`src/rtl/fifo_drain.sv`:
```
`default_nettype none
// ============================================================================
// Module   : fifo_drain
// Brief    : Read-side controller for a 16-bit synchronous FIFO. Issues reads,
//            captures returned words into a 3-entry skid buffer and presents
//            them as a valid/ready stream. Optional burst-last marking is
//            enabled by defining FIFO_DRAIN_LAST_EN.
// Revision : 1.0 - initial release
// ============================================================================
module fifo_drain #(
    parameter int DATA_W    = 16,
    parameter int BURST_LEN = 16
) (
    input  logic              clk,
    input  logic              rst,
    input  logic              drain_en,
    input  logic              empty,
    input  logic [DATA_W-1:0] fifo_data,
    output logic              fifo_rd,
    output logic              out_valid,
    input  logic              out_ready,
    output logic [DATA_W-1:0] out_data,
    output logic              out_last,
    output logic              idle
);

    localparam logic [1:0] PTR_MAX = 2'd2;
    localparam logic [2:0] SLOTS   = 3'd3;

    logic [DATA_W-1:0] mem_q [3];
    logic [DATA_W-1:0] mem_d [3];
    logic [1:0]        head_q, head_d;
    logic [1:0]        tail_q, tail_d;
    logic [1:0]        occ_q,  occ_d;
    logic              pend_q, pend_d;
    logic              idle_q, idle_d;
    logic              push;
    logic              pop;

    function automatic logic [1:0] ptr_next(input logic [1:0] p);
        return (p == PTR_MAX) ? 2'd0 : p + 2'd1;
    endfunction

    // Credit covers buffered words plus the one in flight, so a read is only
    // issued when its data is guaranteed a slot; out_ready is never consulted.
    always_comb begin
        fifo_rd = !rst && drain_en && !empty &&
                  (({1'b0, occ_q} + {2'b0, pend_q}) < SLOTS);
    end

    always_comb begin
        push   = pend_q;
        pop    = (occ_q != 2'd0) && out_ready;
        pend_d = fifo_rd;
        mem_d  = mem_q;
        head_d = head_q;
        tail_d = tail_q;
        occ_d  = occ_q;
        if (push) begin
            mem_d[tail_q] = fifo_data;
            tail_d        = ptr_next(tail_q);
        end
        if (pop) begin
            head_d = ptr_next(head_q);
        end
        case ({push, pop})
            2'b10:   occ_d = occ_q + 2'd1;
            2'b01:   occ_d = occ_q - 2'd1;
            default: occ_d = occ_q;
        endcase
        idle_d = (occ_d == 2'd0) && !pend_d;
    end

    always_ff @(posedge clk) begin
        if (rst) begin
            for (int i = 0; i < 3; i++) begin
                mem_q[i] <= '0;
            end
            head_q <= 2'd0;
            tail_q <= 2'd0;
            occ_q  <= 2'd0;
            pend_q <= 1'b0;
            idle_q <= 1'b1;
        end else begin
            mem_q  <= mem_d;
            head_q <= head_d;
            tail_q <= tail_d;
            occ_q  <= occ_d;
            pend_q <= pend_d;
            idle_q <= idle_d;
        end
    end

    always_comb begin
        out_valid = (occ_q != 2'd0);
        out_data  = mem_q[head_q];
        idle      = idle_q;
    end

`ifdef FIFO_DRAIN_LAST_EN
    localparam logic [15:0] LAST_IDX = 16'(BURST_LEN - 1);

    logic [15:0] burst_cnt_q, burst_cnt_d;

    always_comb begin
        burst_cnt_d = burst_cnt_q;
        if (pop) begin
            burst_cnt_d = (burst_cnt_q == LAST_IDX) ? 16'd0 : burst_cnt_q + 16'd1;
        end
        out_last = out_valid && (burst_cnt_q == LAST_IDX);
    end

    always_ff @(posedge clk) begin
        if (rst) begin
            burst_cnt_q <= 16'd0;
        end else begin
            burst_cnt_q <= burst_cnt_d;
        end
    end
`else
    always_comb begin
        out_last = 1'b0;
    end
`endif

`ifndef SYNTHESIS
    always_ff @(posedge clk) begin
        if (!rst) begin
            assert (({1'b0, occ_q} + {2'b0, pend_q}) <= SLOTS);
        end
        assert (BURST_LEN >= 1 && BURST_LEN <= 65535);
    end
`endif

endmodule
`default_nettype wire

```
`config.mk`:
```
export PLATFORM = sky130hd
export DESIGN_NAME = fifo_drain
export DESIGN_NICKNAME = d
export VERILOG_FILES = /design/src/rtl/fifo_drain.sv
export SDC_FILE = /design/constraint.sdc
export NUM_CORES = 1
export LEC_CHECK = 0
export ABC_CLOCK_PERIOD_IN_PS = 1600
export CORE_ASPECT_RATIO = 0.6
export CORE_MARGIN = 2
export CORE_UTILIZATION = 56
export DETAILED_ROUTE_END_ITERATION = 8
export DONT_BUFFER_PORTS = 1
export PLACE_DENSITY = 0.71
export SLEW_MARGIN = 40
export SYNTH_ARGS = -nofsm -noshare
export SYNTH_HDL_FRONTEND = slang
export SYNTH_SLANG_ARGS = --single-unit
```
`constraint.sdc`:
```
create_clock -name clk -period 1.6 [get_ports clk]
set_input_delay 0.08 -clock clk [delete_from_list [all_inputs] [get_ports clk]]
set_output_delay 0.08 -clock clk [all_outputs]
set_load 0.02 [all_outputs]
```
== Word-level counts from Yosys, hierarchy flattened ==
Cells that the tools add are included.

* Flip-flop bits (word level): 56
* Input bits: 21
* Word-level logic and storage cells: 43
* Memories: 0
* RAM bits: 0
* Latch bits: 0
* Memory bits (read-only): 0

* Muxes and demuxes: 9
* Shift-type cells: 0
* $mul: 0
* $add $sub $neg: 5
* Reductions and logical operators: 11
* Div/mod/pow operators: 0
* Bitwise operators: 2
* Eq/ne operators: 4
* Magnitude comparators: 4

{| class="wikitable"
|+ Operators with widths
! kind !! count
|-
| $bwmux 48 || 1
|-
| $mux 16 || 3
|-
| $bmux 16 s2 || 1
|-
| $demux 16 s2 || 1
|-
| $add 2x1->2 const B || 3
|-
| $eq 2x2->1 const B || 3
|-
| $ge 3x3->1 const B || 2
|-
| $logic_and 1x1->1 || 6
|-
| $not 2->3 || 2
|-
| $mux 2 || 2
|-
| $pmux 2 s2 || 1
|-
| $add 2x1->3 || 1
|-
| $logic_not 1->1 || 3
|-
| $lt 3x1->1 const B || 1
|-
| $lt 3x2->1 const B || 1
|-
| $eq 2x1->1 const B || 1
|-
| $logic_not 2->1 || 1
|-
| $reduce_bool 2->1 || 1
|-
| $sub 2x1->2 const B || 1
|}

== Depth between registers and ports, before layout ==
* Depth after elaboration: 6
* Depth in mapped cells: 6
* Gate-level depth less buffers: 6

== Worst setup path before layout ==
No wires, ideal clock.

* Path type: reg2reg
* From: reg occ_q[0]
* To: reg idle_q (netlist: idle)
* Setup slack: -0.136 ns
* Cell stages (with the launch flop): 6
* Path buffers: 0
* Clock period less this slack: 1.736 ns
* Setup time: 0.116 ns
* Arrival: 1.619 ns
* Cell sequence: dfxtp_1 -> o21ai_0 -> inv_1 -> ha_1 -> or3_1 -> a41o_1

* Longest elaborated chain between the ends: 6
* Elaborated cells on any way between the ends: 13

{| class="wikitable"
|+ Ends and longest elaborated chain
! item !! line !! source
|-
| from (decl) || 34 || <nowiki>logic [1:0] occ_q, occ_d;</nowiki>
|-
| from (signal assigned) || 81 || <nowiki>occ_q <= 2'd0;</nowiki>
|-
| from (signal assigned) || 88 || <nowiki>occ_q <= occ_d;</nowiki>
|-
| $reduce_bool 2->1 * || 53 || <nowiki>pop = (occ_q != 2'd0) && out_ready;</nowiki>
|-
| $logic_and 1x1->1 * || 53 ||
|-
| named net pop || 38 || <nowiki>logic pop;</nowiki>
|-
| $eq 2x1->1 or $eq 2x2->1 (tied branches) || 66 || <nowiki>case ({push, pop})</nowiki>
|-
| $pmux 2 s2 * || 66 ||
|-
| $logic_not 2->1 * || 71 || <nowiki>idle_d = (occ_d == 2'd0) && !pend_d;</nowiki>
|-
| $logic_and 1x1->1 * || 71 ||
|-
| to (signal assigned) || 90 || <nowiki>idle_q <= idle_d;</nowiki>
|-
| to (decl) || 36 || <nowiki>logic idle_q, idle_d;</nowiki>
|}

Mark *: on every way through the listed nets, which the timed path passes. The rest lies on a longest branch.
A chain may end at the register's enable or synchronous reset.

== Final worst setup path ==
* From: reg occ_q[0]
* To: out fifo_rd

* Longest elaborated chain between the ends: 3

{| class="wikitable"
|+ Ends and longest elaborated chain
! item !! line !! source
|-
| $add 2x1->3 || 48 || <nowiki>(({1'b0, occ_q} + {2'b0, pend_q}) < SLOTS);</nowiki>
|-
| $lt 3x2->1 || 48 ||
|-
| $logic_and 1x1->1 || 47 || <nowiki>fifo_rd = !rst && drain_en && !empty &&</nowiki>
|-
| to (decl) || 19 || <nowiki>output logic fifo_rd,</nowiki>
|}

Every way passes these cells.

==> impl_metrics.json <==
{
  "ant_nets": 0,
  "ys_seq_area_share_pct": 47.0,
  "whs_endpoint": "pend_q$_SDFF_PP0_",
  "num_rows": 18,
  "portBuffers": 0,
  "core_area_um2": 4100,
  "async_flop_share_pct": 0,
  "ys_ff_latch": 56,
  "firstDrtPassIters": 4,
  "synth_top_cell_area_share_pct": 47.0,
  "die_height_um": 54.6,
  "p_total_mw": 2.85,
  "vias": 2146,
  "die_area_um2": 4810,
  "path_clk_slew_ns": 0.10,
  "crit_path_end_kind": "primary output",
  "seq_area_um2": 1120,
  "drc_errors": 0,
  "root_buffer": "clkbuf_8",
  "r2r_slack_ns": -0.07,
  "gp_congestion": 0.751,
  "clock_latency_ns": 0.30,
  "grt_setup_unrepaired": "yes",
  "postLayoutCellArea_um2": 2980,
  "grt_max_degree": 56,
  "drt_first_iter_violations": 105,
  "final_nets": 366,
  "gr-total-overflow": 0,
  "wl_per_cell_um": 14.8,
  "totalWireLength_um": 5960,
  "syn_area_per_cell_um2": 7.82,
  "worstHoldPathCells": 3,
  "cp.arrival_ns": 1.74,
  "fill_cells": 360,
  "htree_levels": 2,
  "r2r_cells": 5,
  "cts.sinks": 56,
  "antenna_found_initial": 0,
  "ir_drop_uv": 643,
  "leakagePower_nw": 1.05,
  "violations": "negative setup slack",
  "p_per_area_nw_per_um2": 956,
  "grt_usage_pct": 25.1,
  "grt_pass1_vias": 1861,
  "cp_max_fo": 3,
  "cts_tree": "yes",
  "cts.path.max_buffers": 2,
  "start_util_pct": 58.2,
  "finalSetupViolCount": 2,
  "diodes": 0,
  "grt_pass1_wl_um": 9110,
  "finalSetupTns_ns": -0.290,
  "viasPerCell": 5.33,
  "hp-class": "in -> reg",
  "syn_inst": 305,
  "synthFlopType": "dfxtp_1",
  "placed_cell_area_um2": 2610,
  "syn_nets": 329,
  "slew_violations": 0,
  "rr_startpoint": "occ_q[0]$_SDFF_PP0_",
  "setup_ws_ns": -0.224,
  "max_freq_mhz": 548,
  "cts_buffers": 5,
  "synthTopCellsByCount": "nand2_1 (114), dfxtp_1 (56), a21oi_1 (53)",
  "synth_cell_types": 27,
  "outcome": "finished with violations",
  "min-delay-start": "empty",
  "synth_area_leaders": "dfxtp_1 (47%), nand2_1 (18%), a21oi_1 (11%)",
  "path_class": "reg -> out",
  "synth_edf_count": 0,
  "finalClockSkew_ns": 0.00231,
  "min_period_over_period_pct": 114,
  "die_w_um": 88.2,
  "synth_top_cell_by_area": "dfxtp_1",
  "crit_start": "occ_q[0]$_SDFF_PP0_",
  "timing.rr.end": "idle$_SDFF_PP1_",
  "multi_input_area_um2": 1210,
  "hold_viol": 0,
  "final_cells": 403,
  "synth_warnings": 0,
  "placedCellCount": 377,
  "critPathRequiredTime_ns": 1.52,
  "cp-start-kind": "register",
  "cap_viol_max_count": 0,
  "dp_hpwl_um": 3730,
  "ios": 41,
  "drive_gt1_share_pct": 16.9,
  "min_period_ns": 1.82,
  "syn-cell-area_um2": 2380,
  "area_growth_pct": 25.0,
  "yosysMostFrequentCell": "nand2_1"
}
layout by cell type, fill, tap and decap left out, drive strengths merged, types with 3 or more instances in the layout:
master	Yosys	layout
dlygate4sd3	0	16
o21ai	17	17
ha	3	3
nand2	114	114
a21oi	53	53
inv	4	4
buf	11	35
nor2	3	3
mux2i	16	16
dfxtp	56	56
clkbuf	10	6
metal layers:
layer,up-vias,part of all wire (%),track usage [%]
li1,1079,-,-
met1,1005,48,35.0
met2,60,46,41.7
met3,2,4.7,5.28
met4,0,0.42,3.79
met5,-,0,0
timing repair:
item / in CTS / in global routing
buffers inserted: 1 / 0
hold buffers: 17 / 0
endpoints found under the hold margin: 55 / 0
resized for setup: 11 / 6
pin swaps: 3 / 3
setup endpoints to repair: 2 / 20
critical path, stage by stage (launching register included):
cell and delay [ns]:
dfxtp_2 0.35, ha_4 0.16, ha_4 0.15, or4b_4 0.48, a21o_1 0.20, inv_2 0.10
through the flow:
step                worst slack (ns)  hold slack [ns]  utilization, %
floorplan                     0.0120            0.216               -
global placement             -0.0246            0.152            63.7
detailed placement           -0.0890            0.155            63.7
CTS                           -0.276           0.0698            72.3
global route                  -0.262           0.0791            72.7
finish                        -0.224           0.0734            72.7
worst max path at each step:
stage,end,depth (start not counted)
after floorplan,idle$_SDFF_PP1_,5
after global placement,idle$_SDFF_PP1_,5
after detailed placement,idle$_SDFF_PP1_,5
after CTS,fifo_rd,5
after global routing,fifo_rd,5
final,fifo_rd,5
power breakdown:
group          leakage, nW  internal, mW  total (mW)  switching, mW
Sequential           0.454          1.44        1.48         0.0444
Clock               0.0552         0.466       0.920          0.454
Combinational        0.543         0.210       0.448          0.239
Total                 1.05          2.11        2.85          0.737
sequential cells by signal (all words and copies together), names as in the netlist:
| register | flops |
|---|---|
| mem_q | 48 |
| head_q | 2 |
| occ_q | 2 |
| tail_q | 2 |
| idle | 1 |
| pend_q | 1 |
cell families (layout without fill, tap and decap cells):
group,count (synthesis),in the layout,synth area share [%]
AO/OA/AOI/OAI,73,73,15.7
buffers and inverters,25,63,5.35
XOR/XNOR,2,2,0.735
multiplexers,16,16,6.72
other,1,1,0.157
adder cells (fa/ha/maj),3,3,1.57
AND/OR/NAND/NOR,129,129,22.8
flip-flops,56,56,47.0
final cells by class:
type                            instances  share of cell area (%)
Timing Repair Buffer                   51                    15.1
Sequential cell                        56                    37.7
Clock buffer                            6                    2.43
Multi-Input combinational cell        224                    40.5
Inverter                                4                   0.504
Tap cell                               60                    2.52
Clock inverter                          2                    1.17
No activity file was read; power rests on OpenSTA's default activity.
